$ cat src/rtl/mips_regfile_sb_pkg.sv
// ---------------------------------------------------------------------------
// mips_rf_pkg
// Shared constants and helpers for the MIPS register file / scoreboard slice.
//   DEF_DATA_W  default register width
//   DEF_ADDR_W  default register address width (depth = 2**ADDR_W)
//   ZERO_REG    architectural zero register index
//   slice_lsb() LSB position of port N inside a packed multi-port bus
// Optional feature macro used by this slice: RF_BYPASS_EN (see top module).
// ---------------------------------------------------------------------------
package mips_rf_pkg;

    localparam int DEF_DATA_W = 32;
    localparam int DEF_ADDR_W = 5;
    localparam int ZERO_REG   = 0;

    // Read ports are packed side by side: port i occupies [i*width +: width].
    function automatic int slice_lsb(input int port, input int width);
        return port * width;
    endfunction

endpackage

$ cat src/rtl/mips_regfile_sb_if.sv
// ---------------------------------------------------------------------------
// mips_regfile_sb_if
// Bundle between the decode/issue FSM + writeback mux (master) and the
// register file with scoreboard (slave).
//   rd_addr   NUM_RD*ADDR_W  read addresses, port i at [i*ADDR_W +: ADDR_W]
//   rd_data   NUM_RD*DATA_W  read data, packed the same way
//   rd_busy   NUM_RD         pending bit of each addressed register
//   wr_en/wr_addr/wr_data    writeback port
//   issue_en/issue_addr      request to mark a destination pending
//   issue_ok                 issue accepted this cycle (combinational)
//   flush                    clear all pending bits
//   busy_cnt  ADDR_W+1       number of pending registers
//
// Issue handshake: issue_en acts as valid and issue_ok as ready. The issue
// is taken on a rising clk edge only when both are high in the same cycle;
// issue_ok may depend combinationally on issue_addr and the writeback port,
// and the master holds issue_addr stable while issue_en is high.
// Optional feature macro used by this slice: RF_BYPASS_EN.
// ---------------------------------------------------------------------------
interface mips_regfile_sb_if
    import mips_rf_pkg::*;
#(
    parameter int DATA_W = DEF_DATA_W,
    parameter int ADDR_W = DEF_ADDR_W,
    parameter int NUM_RD = 2
);

    logic [NUM_RD*ADDR_W-1:0] rd_addr;
    logic [NUM_RD*DATA_W-1:0] rd_data;
    logic [NUM_RD-1:0]        rd_busy;
    logic                     wr_en;
    logic [ADDR_W-1:0]        wr_addr;
    logic [DATA_W-1:0]        wr_data;
    logic                     issue_en;
    logic [ADDR_W-1:0]        issue_addr;
    logic                     issue_ok;
    logic                     flush;
    logic [ADDR_W:0]          busy_cnt;

    modport master (
        output rd_addr, wr_en, wr_addr, wr_data, issue_en, issue_addr, flush,
        input  rd_data, rd_busy, issue_ok, busy_cnt
    );

    modport slave (
        input  rd_addr, wr_en, wr_addr, wr_data, issue_en, issue_addr, flush,
        output rd_data, rd_busy, issue_ok, busy_cnt
    );

endinterface

$ cat src/rtl/mips_regfile_sb_scoreboard.sv
// ---------------------------------------------------------------------------
// rf_scoreboard
// Busy-bit scoreboard: one pending bit per architectural register plus an
// incrementally maintained population count.
//   clk, rst       clock, asynchronous active-high reset
//   issue_en_i     issue request, issue_addr_i = destination register
//   wr_en_i        writeback strobe, wr_addr_i = retiring register
//   flush_i        squash: clear every pending bit
//   busy_o         registered busy vector (bit 0 is always 0)
//   issue_ok_o     issue may be accepted this cycle (combinational)
//   busy_cnt_o     number of set busy bits
// ---------------------------------------------------------------------------
module rf_scoreboard
    import mips_rf_pkg::*;
#(
    parameter int ADDR_W = DEF_ADDR_W
) (
    input  logic                   clk,
    input  logic                   rst,
    input  logic                   issue_en_i,
    input  logic [ADDR_W-1:0]      issue_addr_i,
    input  logic                   wr_en_i,
    input  logic [ADDR_W-1:0]      wr_addr_i,
    input  logic                   flush_i,
    output logic [(2**ADDR_W)-1:0] busy_o,
    output logic                   issue_ok_o,
    output logic [ADDR_W:0]        busy_cnt_o
);

    localparam int                DEPTH     = 2 ** ADDR_W;
    localparam int                CNT_W     = ADDR_W + 1;
    localparam logic [ADDR_W-1:0] ZERO_ADDR = ADDR_W'(ZERO_REG);

    logic [DEPTH-1:0] busy_q, busy_d;
    logic [CNT_W-1:0] cnt_q, cnt_d;
    logic             set_w, clr_w;

    // A busy destination blocks a new producer (WAW) unless the older
    // producer retires through writeback in this very cycle.
    assign issue_ok_o = (issue_addr_i == ZERO_ADDR) ||
                        !busy_q[issue_addr_i] ||
                        (wr_en_i && (wr_addr_i == issue_addr_i));

    always_comb begin
        set_w  = issue_en_i && issue_ok_o && (issue_addr_i != ZERO_ADDR);
        clr_w  = wr_en_i && (wr_addr_i != ZERO_ADDR) && busy_q[wr_addr_i];
        busy_d = busy_q;
        cnt_d  = cnt_q;
        if (flush_i) begin
            busy_d = '0;
            cnt_d  = '0;
        end else begin
            // Clear before set so that on the same address the new producer
            // wins and the bit stays 1.
            if (clr_w) busy_d[wr_addr_i]    = 1'b0;
            if (set_w) busy_d[issue_addr_i] = 1'b1;
            // Same-address set+clear nets to zero; the count only moves
            // when exactly one of the two happens.
            if (set_w && !clr_w)      cnt_d = cnt_q + CNT_W'(1);
            else if (!set_w && clr_w) cnt_d = cnt_q - CNT_W'(1);
        end
    end

    always_ff @(posedge clk or posedge rst) begin
        if (rst) begin
            busy_q <= '0;
            cnt_q  <= '0;
        end else begin
            busy_q <= busy_d;
            cnt_q  <= cnt_d;
        end
    end

    assign busy_o     = busy_q;
    assign busy_cnt_o = cnt_q;

endmodule

$ cat src/rtl/mips_regfile_sb.sv
// ---------------------------------------------------------------------------
// mips_regfile_sb
// General-purpose register file for the multi-cycle MIPS datapath with an
// integrated busy-bit scoreboard for RAW/WAW stall decisions.
//   clk, rst   clock, asynchronous active-high reset
//   sb         mips_regfile_sb_if.slave: NUM_RD asynchronous read ports,
//              one synchronous writeback port, issue/flush scoreboard port
// Register 0 reads as zero and is never written.
//
// Build option RF_BYPASS_EN: when defined, a read of the register being
// written back in the same cycle returns wr_data and reports not-busy.
// When undefined, reads return the stored (pre-edge) value and the
// registered busy bit.
// ---------------------------------------------------------------------------
module mips_regfile_sb
    import mips_rf_pkg::*;
#(
    parameter int DATA_W = DEF_DATA_W,
    parameter int ADDR_W = DEF_ADDR_W,
    parameter int NUM_RD = 2
) (
    input  logic                clk,
    input  logic                rst,
    mips_regfile_sb_if.slave    sb
);

    localparam int                DEPTH     = 2 ** ADDR_W;
    localparam logic [ADDR_W-1:0] ZERO_ADDR = ADDR_W'(ZERO_REG);

    logic [DATA_W-1:0] regs_q [DEPTH];
    logic [DEPTH-1:0]  busy_w;
    logic              wr_go;

    assign wr_go = sb.wr_en && (sb.wr_addr != ZERO_ADDR);

    // Entry 0 is cleared by reset and never targeted by a write, so it
    // stays zero; the read mux also forces address 0 to zero.
    always_ff @(posedge clk or posedge rst) begin
        if (rst) begin
            for (int r = 0; r < DEPTH; r++) begin
                regs_q[r] <= '0;
            end
        end else if (wr_go) begin
            regs_q[sb.wr_addr] <= sb.wr_data;
        end
    end

    rf_scoreboard #(
        .ADDR_W (ADDR_W)
    ) u_scoreboard (
        .clk          (clk),
        .rst          (rst),
        .issue_en_i   (sb.issue_en),
        .issue_addr_i (sb.issue_addr),
        .wr_en_i      (sb.wr_en),
        .wr_addr_i    (sb.wr_addr),
        .flush_i      (sb.flush),
        .busy_o       (busy_w),
        .issue_ok_o   (sb.issue_ok),
        .busy_cnt_o   (sb.busy_cnt)
    );

    for (genvar i = 0; i < NUM_RD; i++) begin : g_rd
        logic [ADDR_W-1:0] addr;
        logic [DATA_W-1:0] data;
        logic              busy;

        assign addr = sb.rd_addr[slice_lsb(i, ADDR_W) +: ADDR_W];

        always_comb begin
            data = regs_q[addr];
            busy = busy_w[addr];
`ifdef RF_BYPASS_EN
            // Same-cycle forwarding of the retiring value.
            if (wr_go && (sb.wr_addr == addr)) begin
                data = sb.wr_data;
                busy = 1'b0;
            end
`endif
            // Outputs are held at zero for the whole reset pulse, including
            // any bypass path that is still being driven.
            if (rst || (addr == ZERO_ADDR)) begin
                data = '0;
                busy = 1'b0;
            end
        end

        assign sb.rd_data[slice_lsb(i, DATA_W) +: DATA_W] = data;
        assign sb.rd_busy[i]                              = busy;
    end

endmodule

$ cat src/flat_wrapper.sv
// flat-port wrapper written by rule: the top's interface ports become plain ports
module mips_regfile_sb_flat import mips_rf_pkg::*;
#(
    parameter int DATA_W = DEF_DATA_W,
    parameter int ADDR_W = DEF_ADDR_W,
    parameter int NUM_RD = 2
)
  (clk, rst, sb_rd_addr, sb_wr_en, sb_wr_addr, sb_wr_data, sb_issue_en, sb_issue_addr, sb_flush, sb_rd_data, sb_rd_busy, sb_issue_ok, sb_busy_cnt);
  mips_regfile_sb_if #(.DATA_W(DATA_W), .ADDR_W(ADDR_W), .NUM_RD(NUM_RD)) sb_i ();
  input  logic clk;
  input  logic rst;
  input wire logic [$bits(sb_i.rd_addr)-1:0] sb_rd_addr;
  input wire logic [$bits(sb_i.wr_en)-1:0] sb_wr_en;
  input wire logic [$bits(sb_i.wr_addr)-1:0] sb_wr_addr;
  input wire logic [$bits(sb_i.wr_data)-1:0] sb_wr_data;
  input wire logic [$bits(sb_i.issue_en)-1:0] sb_issue_en;
  input wire logic [$bits(sb_i.issue_addr)-1:0] sb_issue_addr;
  input wire logic [$bits(sb_i.flush)-1:0] sb_flush;
  output wire logic [$bits(sb_i.rd_data)-1:0] sb_rd_data;
  output wire logic [$bits(sb_i.rd_busy)-1:0] sb_rd_busy;
  output wire logic [$bits(sb_i.issue_ok)-1:0] sb_issue_ok;
  output wire logic [$bits(sb_i.busy_cnt)-1:0] sb_busy_cnt;
  assign sb_i.rd_addr = sb_rd_addr;
  assign sb_i.wr_en = sb_wr_en;
  assign sb_i.wr_addr = sb_wr_addr;
  assign sb_i.wr_data = sb_wr_data;
  assign sb_i.issue_en = sb_issue_en;
  assign sb_i.issue_addr = sb_issue_addr;
  assign sb_i.flush = sb_flush;
  assign sb_rd_data = sb_i.rd_data;
  assign sb_rd_busy = sb_i.rd_busy;
  assign sb_issue_ok = sb_i.issue_ok;
  assign sb_busy_cnt = sb_i.busy_cnt;
  mips_regfile_sb #(.DATA_W(DATA_W), .ADDR_W(ADDR_W), .NUM_RD(NUM_RD)) u_core (.clk(clk), .rst(rst), .sb(sb_i));
endmodule
$ cat config.mk
export PLATFORM = sky130hd
export DESIGN_NAME = mips_regfile_sb_flat
export DESIGN_NICKNAME = d
export VERILOG_FILES = /design/src/rtl/mips_regfile_sb_pkg.sv /design/src/rtl/mips_regfile_sb_if.sv /design/src/rtl/mips_regfile_sb_scoreboard.sv /design/src/rtl/mips_regfile_sb.sv /design/src/flat_wrapper.sv
export SDC_FILE = /design/constraint.sdc
export NUM_CORES = 2
export LEC_CHECK = 0
export BUFFER_PORTS_ARGS = -buffer_cell sky130_fd_sc_hd__buf_2
export CELL_PAD_IN_SITES_DETAIL_PLACEMENT = 0
export CELL_PAD_IN_SITES_GLOBAL_PLACEMENT = 2
export CORE_ASPECT_RATIO = 1.25
export CORE_MARGIN = 2
export CORE_UTILIZATION = 50
export CTS_CLUSTER_SIZE = 8
export DETAILED_ROUTE_END_ITERATION = 16
export GPL_TIMING_DRIVEN = 1
export HOLD_SLACK_MARGIN = 0.08
export PLACE_DENSITY = 0.89
export SKIP_CTS_REPAIR_TIMING = 1
export SKIP_LAST_GASP = 1
export SLEW_MARGIN = 20
export SYNTH_ARGS = -nofsm -noshare
export SYNTH_HDL_FRONTEND = slang
export SYNTH_SLANG_ARGS = --single-unit
$ cat constraint.sdc
create_clock -name clk -period 66.3 [get_ports clk]
set_clock_uncertainty 0.15 [all_clocks]
set_input_delay 9.945 -clock clk [delete_from_list [all_inputs] [get_ports clk]]
set_output_delay 9.945 -clock clk [all_outputs]
set_load 0.1 [all_outputs]
==> impl_metrics.json <==
{
  "cts_tree": "done",
  "crit_fanout": 89,
  "critPathSlowestCell": "buf_4",
  "cp_data_arrival_time_ps": 15010,
  "place_area_um2": 59400,
  "p_leak_nw": 27.9,
  "finalWirelength_um": 183000,
  "vias_per_cell": 6.89,
  "cpMostUsedCell": "buf_4",
  "rows": 139,
  "grt_max_degree": 168,
  "avgSynthCellArea_um2": 13.6,
  "hold_viol_final": 0,
  "netlist_area_um2": 57900,
  "period_share_pct": 37.9,
  "hold_path_end": "u_core.regs_q[1023]",
  "relSlewSlack_pct": 21.7,
  "die_y_um": 384,
  "worstMarginPinSlew_ps": 1170,
  "ant_nets": 0,
  "period_needed_ps": 25100,
  "r2r_setup_slack_ps": 62620,
  "cts_buffer_depth": 3,
  "grt_first_pass_wirelength_um": 271000,
  "synth_edf_count": 0,
  "cp_slowest_stage_delay_ps": 930,
  "power.total_mw": 1.95,
  "cp-startpoint": "sb_rd_addr[0]",
  "clock_sinks": 1062,
  "worstHoldStart": "u_core.regs_q[1023]",
  "drtPass1Iterations": 5,
  "p_per_area_nw_per_um2": 30.7,
  "area_delta_synth_final_pct": 9.61,
  "r2r_end": "u_core.u_scoreboard.busy_cnt_o[5]",
  "h-tree-depth": 4,
  "grt_pass1_vias": 39800,
  "io_buffers": 129,
  "wl_per_cell_um": 32.5,
  "hold_path.class": "reg2reg",
  "fin_tns_setup_ps": 0,
  "rsz0062_at_grt": "false",
  "r2r_cells": 13,
  "synth_seq_area_share_pct": 45.9,
  "crit_family": "buffers and inverters",
  "crit_path_end_kind": "output pin",
  "clkTransAtPathRegs_ps": 50,
  "nNetsFinal": 4192,
  "die_area_um2": 118000,
  "ys_types": 65,
  "outcome": "finished, final reports clean",
  "crit_required_ps": 56200,
  "synthArstFlopShare_pct": 100,
  "whs_path_depth": 0,
  "ir_worst_vdd_mv": 0.0274,
  "synth_nets": 4319,
  "startpoint_type": "input port",
  "cts_inserted_buffers": 150,
  "drive_gt1_share_pct": 45.4,
  "start_util_pct": 50.4,
  "core_um2": 115000,
  "root_buffer": "clkbuf_16",
  "drtIter0Drc": 3335,
  "setup_viol": 0,
  "syn-instance-count": 4257,
  "ys_ff_latch": 1062,
  "clk_latency_ps": 780,
  "drcViolationCount": 0,
  "timing.fmax_ghz": 0.0398,
  "worstPathCellList": "buf_8 -> buf_4 -> buf_4 -> buf_4 -> mux2_2 -> a21oi_1 -> o21ai_0 -> o22ai_1 -> nor2_1 -> a21oi_1 -> nor2_1 -> buf_2",
  "detailed_place_hpwl_um": 94100,
  "grtUsageTotal_pct": 31.2,
  "antenna_found_initial": 12,
  "die_x_um": 308,
  "maxCapViolCount": 0,
  "drv_slew": 0,
  "vias": 38700,
  "gp_congestion": 0.811,
  "grt.overflow.total": 0,
  "ys_warn_count": 0,
  "io_pins": 130,
  "fillCellCount": 9384,
  "crit_type": "in2out",
  "worst-path-buf-inv": 5,
  "r2r-start": "u_core.u_scoreboard.busy_o[9]",
  "fin_area_um2": 63400,
  "ys.flop_type": "dfrtp_1"
}
cells in the final DEF, fill, tap and decap left out, drive strengths merged, types with 2 or more instances in the layout:
| cell type | n |
|---|---|
| xnor2 | 5 |
| a221oi | 29 |
| a21o | 7 |
| o31ai | 4 |
| buf | 194 |
| o21ai | 83 |
| dfrtp | 1062 |
| nor3 | 60 |
| nor2b | 4 |
| nand3 | 36 |
| nor3b | 7 |
| xor2 | 2 |
| ha | 4 |
| mux2i | 323 |
| mux4 | 362 |
| a32oi | 6 |
| nand3b | 15 |
| a22o | 4 |
| a211oi | 9 |
| clkbuf | 154 |
| nand2b | 18 |
| o211ai | 4 |
| nand2 | 52 |
| or3 | 2 |
| o32ai | 4 |
| and2 | 2 |
| o221ai | 95 |
| and3 | 5 |
| nand4b | 4 |
| a21oi | 198 |
| nand4 | 3 |
| nor2 | 114 |
| o22ai | 98 |
| clkinv | 9 |
| a21boi | 2 |
| a211o | 20 |
| and3b | 2 |
| inv | 18 |
| mux2 | 1111 |
worst max path at each step:
stage	end	slack, ps	depth (start not counted)
finish	sb_rd_data[9]	41200	12
global route	sb_rd_data[7]	40940	12
CTS	sb_rd_data[7]	41170	12
detailed placement	sb_rd_data[7]	41170	12
global placement	sb_rd_data[9]	41220	12
floorplan	sb_rd_data[34]	17570	3
where the power goes:
part | total, mW | switching, mW | internal [mW]
sequential | 0.854 | 0.0855 | 0.769
combinational | 0.402 | 0.188 | 0.215
clock | 0.691 | 0.286 | 0.406
total | 1.95 | 0.559 | 1.39
cells in the mapped netlist, types with 5 or more instances:
master	instances	area share, %
a21oi_1	197	1.7
mux4_2	358	14
nor3b_1	5	0.065
nor2_1	114	0.74
mux2_2	1110	22
nor3_1	59	0.51
nand3b_1	15	0.19
a211oi_1	9	0.12
dfrtp_1	1062	46
inv_1	14	0.091
buf_1	80	0.52
xnor2_1	5	0.076
clkbuf_1	345	2.2
a32oi_1	6	0.091
mux2i_1	323	5.6
o221ai_1	95	1.4
nand2b_1	18	0.19
nand3_1	36	0.31
a221oi_1	28	0.42
o21ai_0	83	0.72
nand2_1	52	0.34
buf_2	36	0.31
clkbuf_8	7	0.17
o22ai_1	98	1.1
a21o_1	5	0.065
a211o_1	20	0.30
registers in the layout, summed over array words and instances (netlist names):
| register | cells |
|---|---|
| u_core.u_scoreboard.busy_cnt_o | 6 |
| u_core.u_scoreboard.busy_o | 32 |
| u_core.regs_q | 1024 |
cell type report:
cell class | count | area, µm² | share of cell area [%]
multi-input cells | 2707 | 29600 | 46.7
clock inverters | 13 | 220 | 0.347
well taps | 1480 | 1850 | 2.92
inverters | 14 | 60.1 | 0.0947
repair buffers | 195 | 1300 | 2.05
flip-flops and latches | 1062 | 26600 | 41.9
clock buffers | 153 | 3820 | 6.02
diodes | 1 | 2.50 | 0.00395
per-stage QoR:
stage	worst slack [ps]	hold WS [ps]	instances	utilization, %
3_5_place_dp	41170	237	5457	51.7
4_1_cts	41170	248	5623	55.2
2_1_floorplan	17570	295	4257	-
3_3_place_gp	41220	232	5457	51.7
5_1_grt	40940	259	5625	55.3
6_report	41200	248	5625	55.3
layer usage:
layer  GRT usage [%]  wire length [µm]  vias up
met5               0               119        -
met4            14.9              8990       16
met3            6.02             12700      461
met2            50.4             87900     1583
met1            40.8             73000    20700
li1                -                 -    16000
cell families (layout without fill, tap and decap cells):
family | count (synthesis) | count (layout) | share of synthesized area (%)
buffers and inverters | 488 | 375 | 3.42
muxes | 1796 | 1796 | 41.3
other | 0 | 1 | 0
xor gates and xnor gates | 7 | 7 | 0.106
and+or+nand+nor | 331 | 331 | 2.78
DFF | 1062 | 1062 | 45.9
AOI/OAI and AO/OA | 568 | 568 | 6.32
adders and majority gates | 5 | 5 | 0.121
No activity file was read; power rests on OpenSTA's default activity.
